`src/rtl/spi_shift_xfer_if.sv`:
```
// Transfer-side signal bundle of the SPI shift engine: word/length request,
// status back to the sequencer, and the three SPI pins.
interface spi_shift_xfer_if #(
  parameter int MaxBits     = 8,
  parameter int MaxBitsLog2 = 4
);
  logic                   mosi;
  logic                   miso;
  logic                   cs_n;
  logic [MaxBits-1:0]     tx_data;
  logic [MaxBitsLog2-1:0] bit_count;
  logic                   keep_cs;
  logic                   start;
  logic                   busy;
  logic                   done;
  logic [MaxBits-1:0]     rx_data;

  // Engine side
  modport slave (
    input  miso, tx_data, bit_count, keep_cs, start,
    output mosi, cs_n, busy, done, rx_data
  );

  // Sequencer / SPI-device side
  modport master (
    output miso, tx_data, bit_count, keep_cs, start,
    input  mosi, cs_n, busy, done, rx_data
  );
endinterface

```
`src/rtl/spi_shift_xfer.sv`:
```
// Full-duplex SPI shift engine clocked by the bit clock: variable length
// transfers, selectable bit order, chip-select hold and gapless chaining.
module spi_shift_xfer #(
  parameter int   MaxBits       = 8,
  parameter int   MaxBitsLog2   = 4,
  parameter logic MosiIdleState = 1'b1,
  parameter bit   LsbFirst      = 1'b0
) (
  input logic             sclk,
  input logic             reset,
  spi_shift_xfer_if.slave bus
);

  typedef logic [MaxBitsLog2-1:0] cnt_t;
  typedef logic [MaxBits-1:0]     word_t;

  localparam cnt_t MaxN    = cnt_t'(MaxBits);
  localparam cnt_t MaxLast = cnt_t'(MaxBits - 1);

  typedef enum logic {
    ST_IDLE,
    ST_SHIFT
  } state_e;

  state_e state_q;
  word_t  tx_sh_q;
  word_t  rx_sh_q;
  word_t  rx_data_q;
  cnt_t   cnt_q;
  cnt_t   last_q;
  logic   done_q;
  logic   cs_n_q;

  cnt_t  len_n;
  logic  final_edge;
  logic  accept;
  word_t tx_load;
  word_t tx_shifted;
  word_t rx_shifted;
  word_t rx_word;
  logic  out_bit;

  // Zero and oversize lengths both mean a full-width word.
  always_comb begin
    len_n = bus.bit_count;
    if (bus.bit_count == '0 || bus.bit_count > MaxN) begin
      len_n = MaxN;
    end
  end

  assign final_edge = (state_q == ST_SHIFT) && (cnt_q == last_q);
  assign accept     = bus.start && ((state_q == ST_IDLE) || final_edge);

  generate
    if (LsbFirst) begin : g_lsb
      assign tx_load    = bus.tx_data;
      assign tx_shifted = tx_sh_q >> 1;
      assign out_bit    = tx_sh_q[0];
      // Bits enter at the top; a short word ends up MaxBits-N places too high.
      assign rx_shifted = {bus.miso, rx_sh_q[MaxBits-1:1]};
      assign rx_word    = rx_shifted >> (MaxLast - last_q);
    end else begin : g_msb
      // Left-align the active N bits so tx_data[N-1] sits at the output.
      assign tx_load    = bus.tx_data << (MaxN - len_n);
      assign tx_shifted = tx_sh_q << 1;
      assign out_bit    = tx_sh_q[MaxBits-1];
      assign rx_shifted = {rx_sh_q[MaxBits-2:0], bus.miso};
      assign rx_word    = rx_shifted;
    end
  endgenerate

  always_ff @(posedge sclk or posedge reset) begin
    if (reset) begin
      state_q   <= ST_IDLE;
      tx_sh_q   <= '0;
      rx_sh_q   <= '0;
      rx_data_q <= '0;
      cnt_q     <= '0;
      last_q    <= '0;
      done_q    <= 1'b0;
      cs_n_q    <= 1'b1;
    end else begin
      done_q <= final_edge;
      if (final_edge) begin
        rx_data_q <= rx_word;
      end

      if (accept) begin
        state_q <= ST_SHIFT;
        tx_sh_q <= tx_load;
        rx_sh_q <= '0;
        cnt_q   <= '0;
        last_q  <= len_n - cnt_t'(1);
        cs_n_q  <= 1'b0;
      end else if (final_edge) begin
        // keep_cs leaves the device selected for a follow-on transfer.
        state_q <= ST_IDLE;
        cnt_q   <= '0;
        cs_n_q  <= ~bus.keep_cs;
      end else if (state_q == ST_SHIFT) begin
        tx_sh_q <= tx_shifted;
        rx_sh_q <= rx_shifted;
        cnt_q   <= cnt_q + cnt_t'(1);
      end
    end
  end

  assign bus.mosi    = (state_q == ST_SHIFT) ? out_bit : MosiIdleState;
  assign bus.busy    = (state_q == ST_SHIFT);
  assign bus.done    = done_q;
  assign bus.cs_n    = cs_n_q;
  assign bus.rx_data = rx_data_q;

endmodule

```
`src/flat_wrapper.sv`:
```
// flat-port wrapper written by rule: the top's interface ports become plain ports
module spi_shift_xfer_flat 
#(
  parameter int   MaxBits       = 8,
  parameter int   MaxBitsLog2   = 4,
  parameter logic MosiIdleState = 1'b1,
  parameter bit   LsbFirst      = 1'b0
)
  (sclk, reset, bus_miso, bus_tx_data, bus_bit_count, bus_keep_cs, bus_start, bus_mosi, bus_cs_n, bus_busy, bus_done, bus_rx_data);
  spi_shift_xfer_if #(.MaxBits(MaxBits), .MaxBitsLog2(MaxBitsLog2)) bus_i ();
  input logic sclk;
  input logic reset;
  input wire logic [$bits(bus_i.miso)-1:0] bus_miso;
  input wire logic [$bits(bus_i.tx_data)-1:0] bus_tx_data;
  input wire logic [$bits(bus_i.bit_count)-1:0] bus_bit_count;
  input wire logic [$bits(bus_i.keep_cs)-1:0] bus_keep_cs;
  input wire logic [$bits(bus_i.start)-1:0] bus_start;
  output wire logic [$bits(bus_i.mosi)-1:0] bus_mosi;
  output wire logic [$bits(bus_i.cs_n)-1:0] bus_cs_n;
  output wire logic [$bits(bus_i.busy)-1:0] bus_busy;
  output wire logic [$bits(bus_i.done)-1:0] bus_done;
  output wire logic [$bits(bus_i.rx_data)-1:0] bus_rx_data;
  assign bus_i.miso = bus_miso;
  assign bus_i.tx_data = bus_tx_data;
  assign bus_i.bit_count = bus_bit_count;
  assign bus_i.keep_cs = bus_keep_cs;
  assign bus_i.start = bus_start;
  assign bus_mosi = bus_i.mosi;
  assign bus_cs_n = bus_i.cs_n;
  assign bus_busy = bus_i.busy;
  assign bus_done = bus_i.done;
  assign bus_rx_data = bus_i.rx_data;
  spi_shift_xfer #(.MaxBits(MaxBits), .MaxBitsLog2(MaxBitsLog2), .MosiIdleState(MosiIdleState), .LsbFirst(LsbFirst)) u_core (.sclk(sclk), .reset(reset), .bus(bus_i));
endmodule
```
`config.mk`:
```
export PLATFORM = sky130hd
export DESIGN_NAME = spi_shift_xfer_flat
export DESIGN_NICKNAME = d
export VERILOG_FILES = /design/src/rtl/spi_shift_xfer_if.sv /design/src/rtl/spi_shift_xfer.sv /design/src/flat_wrapper.sv
export SDC_FILE = /design/constraint.sdc
export NUM_CORES = 1
export LEC_CHECK = 0
export CORE_ASPECT_RATIO = 0.7
export CORE_MARGIN = 2
export CORE_UTILIZATION = 30
export DETAILED_ROUTE_END_ITERATION = 7
export SYNTH_ARGS = -nofsm -noshare
export SYNTH_HDL_FRONTEND = slang
export SYNTH_SLANG_ARGS = --single-unit
```
`constraint.sdc`:
```
create_clock -name sclk -period 2.04 [get_ports sclk]
set_clock_uncertainty 0.15 [all_clocks]
set_input_delay 0.408 -clock sclk [delete_from_list [all_inputs] [get_ports sclk]]
set_output_delay 0.408 -clock sclk [all_outputs]
set_load 0.01 [all_outputs]
```
**Word-level counts from Yosys, hierarchy flattened**

Index checks and enable logic that the tools add are counted.
Widths: inputs -> output; s select.

- Memory bits (read-only): 0
- Output and inout port bits: 12
- Latch bits: 0
- Memories: 0
- Register bits: 34
- Bits in writable memories: 0
- Input bits: 17
- Logic and storage cells: 41

- Eq/ne operators: 2
- Muxes and demuxes: 15
- Shifts and indexed selects: 1
- Magnitude comparators: 1
- Reduce and logical (&&, ||, !) cells: 9
- Add/subtract/negate cells: 3
- Bitwise gates (word level): 2
- Multipliers: 0
- Div/mod/pow operators: 0

Operator list:

| operator | number |
|---|---|
| $mux 8 | 3 |
| $mux 7 | 3 |
| $mux 4 | 4 |
| $shl 8x4->8 | 1 |
| $mux 1 | 5 |
| $add 4x1->4 const B | 1 |
| $eq 4x4->1 | 1 |
| $gt 4x4->1 const B | 1 |
| $logic_not 4->1 | 1 |
| $reduce_bool 2->1 | 2 |
| $sub 4x1->4 const B | 1 |
| $sub 4x4->4 const A | 1 |
| $reduce_bool 3->1 | 1 |
| $logic_and 1x1->1 | 2 |
| $logic_or 1x1->1 | 2 |
| $ne 2x2->1 const B | 1 |
| $not 1->1 | 2 |
| $reduce_and 2->1 | 1 |

**Logic depth before layout (Yosys ltp)**

Gate-level depths: netlist of run 1.

- Depth in word-level cells: 6
- Depth in mapped cells: 9
- Mapped depth without buffers: 7

**Least setup slack after synthesis of run 1**

No wires, ideal clock.

- Kind: input -> register
- Start: in bus_bit_count[3]
- End: reg u_core.tx_sh_q[4]
- Setup time: 0.121 ns
- Data arrival time: 2.016 ns
- Path slack: -0.247 ns
- Data required time: 1.769 ns
- Cell stages on the path: 9
- Path buffers: 2
- Cells stage by stage: nand2b_4 -> buf_2 -> ha_1 -> clkbuf_1 -> mux2i_1 -> nor2_1 -> o21ai_0 -> o211ai_1 -> a22o_1

- Longest elaborated chain between the ends: 6
- Elaborated cells on any way between the ends: 7
- Classes of those cells: add/sub (1); order compare (1); shift (1); mux (2); reduce/logical (2)

RTL lines:

| item | RTL line | text |
|---|---|---|
| start: declaration | flat_wrapper.sv:15 | `input wire logic [$bits(bus_i.bit_count)-1:0] bus_bit_count;` |
| $gt 4x4->1 / $logic_not 4->1 (equally long branches) | spi_shift_xfer.sv:46 | `if (bus.bit_count == '0 \|\| bus.bit_count > MaxN) begin` |
| $logic_or 1x1->1 | spi_shift_xfer.sv:46 |  |
| $mux 4 * | spi_shift_xfer.sv:46 |  |
| $sub 4x4->4 * | spi_shift_xfer.sv:64 | `assign tx_load = bus.tx_data << (MaxN - len_n);` |
| $shl 8x4->8 * | spi_shift_xfer.sv:64 |  |
| $mux 8 * | spi_shift_xfer.sv:88 | `if (accept) begin` |
| end signal: assignment | spi_shift_xfer.sv:90 | `tx_sh_q <= tx_load;` |
| end signal: assignment | spi_shift_xfer.sv:101 | `tx_sh_q <= tx_shifted;` |
| end: declaration | spi_shift_xfer.sv:26 | `word_t tx_sh_q;` |

Mark *: on every way between the ends. The rest lies on a longest branch, timed or not.
A chain may end at the register's enable or synchronous reset.

**Final worst setup path of run 1**

- Start: in bus_bit_count[3]
- End: reg u_core.tx_sh_q[6]

The elaborated chain is that of the path after synthesis.

==> metrics.cfg, run 1 <==
[status]
status=finished clean

[job]
max-cap-violations=0

[logic_synthesis]
yosysWarnings=0
postSynthCellCount=166
synth.ff_latch_count=34
synthDominantCellAreaShare_pct=47.90
synth.yosys.seq_area_share_pct=49.42
synth.lib_cells_used.distinct=37
post_synth_instance_area_sq_mm=0.001724
post_synth_main_area_contributors=sky130_fd_sc_hd__dfrtp_1, sky130_fd_sc_hd__mux2_2, sky130_fd_sc_hd__o21ai_0
postSynthNetCount=185
mean_post_synth_cell_area_sq_um=10.39
synth_top_cell_by_area=sky130_fd_sc_hd__dfrtp_1

[critical_path]
critPathRequiredTime_ns=2.06
crit_path_end_kind=flop
timing_worst_setup_path_type=input port to flop
critPathLaunchType=input port
worstPathArrival_ns=2.00
rrSetupSlack_ns=0.25
regToRegStartpoint=u_core.cnt_q[0]$_DFFE_PP0P_
critPathMaxFanout=6
cp-startpoint=bus_bit_count[3]
reg2reg_depth=5

[pwr]
max-vdd-ir-drop_mv=0.5136
clkPwrFrac_pct=15.4
p_leak_nw=1.047
switching_power_mw=1.047
sw_frac_of_total_pct=34.60
pnr_total_power_mw=3.025
p_comb_share_pct=46.5
cell_area_power_density_mw_per_mm2=1302
seqPwrFrac_pct=38.1
power_report.internal_total_mw=1.979

[global_routing]
grt_pass1_wl_mm=6.189
grt_antenna_before_repair=0
grt_overflow=0
grt_start_max_net_pins=35
grt_overall_usage_pct=12.81
grt_pass1_vias=1318

[placed_design]
finalWeightedCongestion=0.7322
placement.io_buffers=28
place_worst_setup_slack_ns=-0.4629
detailedPlacementHpwl_mm=2.592

[route]
drt.antenna.violating_nets=0
avgViaCountPerCell=4.672
dr.pass1.iters=4
vias=1341
postRouteWirelength_mm=3.521
avgRoutedWirePerCell_microns=12.27
drcViolationCount=0
number_of_design_rule_violations_left_by_the_first_detailed_router_iteration=62

[cts]
cts.sinks=34
cts.hold.buffers_added=0
insertion_delay_ns=0.28
cts_max_path_buffers=2
cts_clock_pin_slew_for_the_worst_setup_and_hold_paths_ns=0.07
root_buffer=sky130_fd_sc_hd__clkbuf_8
cts_tree=built
htree_levels=2
number_of_clock_buffers_inserted_by_tritoncts=5

[floorplan]
die-area_sq_mm=0.006379
fp.dieW_microns=94.61
initial_core_util_pct=30.57
core-area_sq_mm=0.005640
std_cell_rows=23
io_pins=29
die_h_microns=67.43

[timing]
worstMarginPinSlew_ns=0.3181
min_period_ns=1.975
final.setup.tns_ns=0
slew_headroom_pct=78.19
fmax_mhz=506.4
setup_viol_count_final=0
timing.final.max_slew_violations=0
final_min_period_over_clock_period_pct=96.79
finalHoldViolations=0
slack_of_the_critical_path_ns=0.06547

[final_layout]
fraction_of_layout_instances_using_a_drive_strength_above_1_pct=21.23
insertedDiodeCount=0
mostFrequentLayoutCell=sky130_fd_sc_hd__dfrtp_1
fill_cells=567
design.final.nets=230
layout_common_cells=sky130_fd_sc_hd__dfrtp_1, sky130_fd_sc_hd__clkdlybuf4s50_1, sky130_fd_sc_hd__nand2_1
area_growth_pct=34.76

[hold_path]
hold_class=input port to asynchronous set/reset pin

cell type report:
class,count,area [sq um],share of cell area (%)
clock buffer,8,80.08,3.446
inverter,9,33.78,1.454
multi-input combinational,114,819.5,35.27
sequential,34,852.1,36.67
tap,75,93.84,4.039
timing repair buffer,47,444.2,19.12
per-stage QoR:
stage | util, % | area, sq um | std cells | hold WS, ns
final | 41.19 | 2323 | 287 | 0.3237
after global routing | 41.19 | 2323 | 287 | 0.3443
after CTS | 41.06 | 2316 | 286 | 0.3274
after detailed placement | 39.57 | 2232 | 278 | 0.3130
after global placement | 39.57 | 2232 | 278 | 0.3158
after floorplan | - | 1744 | 166 | 0.2998
critical path, stage by stage:
cell,delay [ns]
sky130_fd_sc_hd__dlygate4sd2_1,0.27
sky130_fd_sc_hd__nand2b_4,0.18
sky130_fd_sc_hd__ha_4,0.31
sky130_fd_sc_hd__mux4_2,0.28
sky130_fd_sc_hd__and2_0,0.16
sky130_fd_sc_hd__a211o_1,0.23
sky130_fd_sc_hd__a22o_1,0.17
flip-flops by register name, summed over array words and instances (netlist names):
name,count
u_core.bus.cs_n,1
u_core.bus.rx_data,8
u_core.cnt_q,4
u_core.bus.done,1
u_core.tx_sh_q,8
u_core.last_q,4
u_core.rx_sh_q,7
u_core.bus.busy,1
synthesized netlist by cell type, drive strengths merged:
master  instances
o32ai           1
and2            4
o21ai          16
dfrtp          33
nor2b           1
o221ai          1
o211ai          2
a221oi          1
a211o           1
nand4           1
mux2i           7
nand2b          5
mux4            1
mux2           13
inv             9
a21oi           5
and3            1
nand3           3
nor3            1
nand2          20
ha              2
a22oi           1
a22o            6
o32a            1
xnor2           6
xor2            1
or2             2
clkbuf          4
buf             5
nor2            9
a32oi           1
o31a            1
dfstp           1
repair_timing:
item	in CTS	in global routing
cloned	0	0
pin swaps	0	1
setup buffers	0	1
setup endpoints to repair	7	1
gates resized for setup	4	0
power groups by stage:
stage	Sequential, mW	Combinational [mW]	Clock [mW]
global placement	1.16	1.40	0
CTS	1.16	1.42	0.486
floorplan	1.16	0.922	0
finish	1.15	1.41	0.466
detailed placement	1.16	1.42	0
global route	1.19	1.59	0.520
cells by family (layout without fill, tap and decap cells):
group           count (synthesis)  after routing  synth area share (%)
simple gates                   47             47                 12.99
compound gates                 37             37                 14.08
flops                          34             34                 49.42
mux                            21             21                 13.86
buf+inv                        18             64                 4.208
xor+xnor                        7              7                 3.992
fa+ha+maj                       2              2                 1.451
routing by layer:
layer / wire length, microns / track usage [%]
met3: 155 / 3.683
met4: 33 / 4.891
met5: 0 / 0
met2: 1410 / 18.97
met1: 1922 / 17.79
final timing paths:
| check | endpoint |
|---|---|
| worst min-delay path | u_core.bus.rx_data[7]$_DFFE_PP0P_ |
| min in group sclk | u_core.tx_sh_q[3]$_DFFE_PP0P_ |
| worst max register to register | u_core.last_q[0]$_DFFE_PP0P_ |
| worst max-delay path | u_core.tx_sh_q[6]$_DFFE_PP0P_ |
| worst min register to register | u_core.tx_sh_q[3]$_DFFE_PP0P_ |
| max in group asynchronous | u_core.bus.cs_n$_DFFE_PP1P_ |
Note: power is estimated with default switching activity, not from simulation.
==> run 2: changes to the inputs <==
- CAP_MARGIN: unset -> 20
==> results of run 2 <==
Final layout, timing and power as in run 1 (identical DEF).
==> run 3: changes to the inputs <==
- CORE_MARGIN: 2 -> 3
- TNS_END_PERCENT: unset -> 20
==> run 3 against run 2 <==
  * Hold slack improved by 0.013 ns
  * Critical endpoint unchanged
  * Largest power group unchanged
  * Sequential cell count is the same
  * Die area is 5.1% higher
  * Core utilization is 1.7 points higher
  * Design area fell by 0.43%
  * Highest routed layer unchanged
  * Sequential power hardly changed
==> metrics.cfg, run 3 (synthesized netlist as in run 1, its figures left out) <==
[critical_path]
critPathLaunchType=input port  ; unchanged
timing_worst_setup_path_type=input port to flop  ; unchanged
critPathMaxFanout=5  ; was 6
worstPathArrival_ns=2.00  ; about the same
critPathRequiredTime_ns=2.06  ; about the same
crit_path_end_kind=flop  ; unchanged

[timing]
final_min_period_over_clock_period_pct=96.80  ; was 96.79%
setup_viol_count_final=0  ; unchanged
setup_repair_after_global_routing_missed_its_margin=false
timing.final.max_slew_violations=0  ; unchanged
final.setup.tns_ns=0  ; unchanged
fmax_mhz=506.4  ; about the same
worstMarginPinSlew_ns=0.4240  ; was 0.3181 ns
slack_of_the_critical_path_ns=0.06534  ; was 0.06547 ns
finalHoldViolations=0  ; unchanged
slew_headroom_pct=71.73  ; was 78.19%
holdWs_ns=0.3364  ; was 0.3237 ns
min_period_ns=1.975  ; about the same

[floorplan]
die-area_sq_mm=0.006707  ; was 0.006379 sq mm
core-area_sq_mm=0.005395  ; was 0.005640 sq mm
initial_core_util_pct=31.96  ; was 30.57%
fp.dieW_microns=96.61  ; was 94.61 microns
die_h_microns=69.43  ; was 67.43 microns
std_cell_rows=22  ; was 23
io_pins=29  ; unchanged

[placed_design]
placement.io_buffers=28  ; unchanged
detailedPlacementHpwl_mm=2.692  ; was 2.592 mm
post-place-cells=277  ; was 278
finalWeightedCongestion=0.8091  ; was 0.7322
place_worst_setup_slack_ns=-0.4305  ; was -0.4629 ns

[cts]
cts_tree=built  ; unchanged
cts_clock_pin_slew_for_the_worst_setup_and_hold_paths_ns=0.07  ; about the same
setup_fix_bufs_post_cts=0  ; unchanged
root_buffer=sky130_fd_sc_hd__clkbuf_8  ; unchanged
cts.sinks=34  ; unchanged
insertion_delay_ns=0.28  ; about the same
htree_levels=2  ; unchanged
number_of_clock_buffers_inserted_by_tritoncts=5  ; unchanged
cts_max_path_buffers=2  ; unchanged

[hold_path]
hold_class=flop to flop  ; was input port to asynchronous set/reset pin

[status]
status=finished clean  ; unchanged

[final_layout]
area_growth_pct=34.18  ; was 34.76%
postLayoutCoreUtil_pct=42.88  ; was 41.19%
layout_common_cells=sky130_fd_sc_hd__dfrtp_1, sky130_fd_sc_hd__clkdlybuf4s50_1, sky130_fd_sc_hd__nand2_1, sky130_fd_sc_hd__buf_4, sky130_fd_sc_hd__o21ai_0  ; was sky130_fd_sc_hd__dfrtp_1, sky130_fd_sc_hd__clkdlybuf4s50_1, sky130_fd_sc_hd__nand2_1
fill_cells=531  ; was 567
mostFrequentLayoutCell=sky130_fd_sc_hd__dfrtp_1  ; unchanged
insertedDiodeCount=0  ; unchanged
design.final.nets=231  ; was 230
fraction_of_layout_instances_using_a_drive_strength_above_1_pct=22.54  ; was 21.23%
final_cells=285  ; was 287

[global_routing]
grt_antenna_before_repair=0  ; unchanged
grt_pass1_wl_mm=6.354  ; was 6.189 mm
grt_overall_usage_pct=11.65  ; was 12.81%
grt_overflow=0  ; unchanged
grt_start_max_net_pins=35  ; unchanged
grt_pass1_vias=1324  ; was 1318

[pwr]
max-vdd-ir-drop_mv=0.4910  ; was 0.5136 mV
p_leak_nw=1.051  ; was 1.047 nW
cell_area_power_density_mw_per_mm2=1321  ; was 1302 mW/mm^2

[route]
avgViaCountPerCell=4.554  ; was 4.672
drt.antenna.violating_nets=0  ; unchanged
vias=1298  ; was 1341
drcViolationCount=0  ; unchanged
number_of_design_rule_violations_left_by_the_first_detailed_router_iteration=80  ; was 62
avgRoutedWirePerCell_microns=12.53  ; was 12.27 microns
dr.pass1.iters=4  ; unchanged
detailroute.wirelength.met3_microns=131  ; was 155 microns
detailroute.wirelength.met2_mm=1.443  ; was 1.410 mm
wirelength_met1_mm=1.965  ; was 1.922 mm
postRouteWirelength_mm=3.571  ; was 3.521 mm
top_signal_layer_used=met4  ; unchanged

[job]
max-cap-violations=0  ; unchanged

[run 3: cell count changes in the layout (fill, tap and decap cells not counted)]
cell                       before  now
sky130_fd_sc_hd__buf_12         2    0
sky130_fd_sc_hd__clkbuf_1       3    1
sky130_fd_sc_hd__clkbuf_8       5    6
sky130_fd_sc_hd__buf_4         17   20
sky130_fd_sc_hd__clkinv_2       0    1
[run 3: per-layer routing]
| layer | global-route usage [%] | up-vias |
|---|---|---|
| met3 | 4.020 | 4 |
| met2 | 15.06 | 14 |
| met5 | 0 | - |
| met1 | 17.77 | 614 |
| met4 | 3.738 | 0 |
| li1 | - | 666 |
[run 3: layout make-up]
cell class                 instances  area (sq um)  share of cell area (%)
clock buffer                       7         86.33                   3.732
clock inverter                     1         5.005                  0.2163
multi-input combinational        114         819.5                   35.42
tap                               72         90.09                   3.894
sequential                        34         852.1                   36.83
timing repair buffer              48         426.7                   18.44
inverter                           9         33.78                   1.460
[run 3: final timing paths]
path                                               start                                 to  slack, ns  depth (start not counted)
hold / removal             u_core.tx_sh_q[2]$_DFFE_PP0P_      u_core.tx_sh_q[3]$_DFFE_PP0P_       0.34                          2
min in group asynchronous                          reset  u_core.bus.rx_data[7]$_DFFE_PP0P_       0.37                          3
setup / recovery                        bus_bit_count[3]      u_core.tx_sh_q[6]$_DFFE_PP0P_       0.07                          9
max in group asynchronous                          reset        u_core.bus.cs_n$_DFFE_PP1P_       1.04                          3
setup reg to reg             u_core.cnt_q[2]$_DFFE_PP0P_      u_core.tx_sh_q[2]$_DFFE_PP0P_       0.24                          6
hold reg to reg            u_core.tx_sh_q[2]$_DFFE_PP0P_      u_core.tx_sh_q[3]$_DFFE_PP0P_       0.34                          2
[run 3: metrics by stage]
stage,power [mW],instance area (sq um)
2_1_floorplan,2.083,1744
3_3_place_gp,2.565,2218
3_5_place_dp,2.580,2218
4_1_cts,3.095,2313
5_1_grt,3.347,2313
6_report,3.055,2313
[run 3: timing repair]
action	CTS	global route
hold buffers	0	0
setup endpoints to repair	8	0
gates resized for setup	4	0
[run 3: power breakdown]
part / leakage, nW / total (mW) / internal (mW) / switching (mW)
sequential: 0.429 / 1.14 / 0.965 / 0.180
combinational: 0.574 / 1.40 / 0.767 / 0.638
clock: 0.0482 / 0.506 / 0.272 / 0.233
[run 3: critical path: stages]
cell,delay (ns)
sky130_fd_sc_hd__dlygate4sd2_1,0.26
sky130_fd_sc_hd__nand2b_4,0.17
sky130_fd_sc_hd__ha_4,0.31
sky130_fd_sc_hd__buf_4,0.11
sky130_fd_sc_hd__inv_1,0.04
sky130_fd_sc_hd__a21oi_1,0.12
sky130_fd_sc_hd__a21oi_1,0.09
sky130_fd_sc_hd__a211o_1,0.31
sky130_fd_sc_hd__a22o_1,0.17
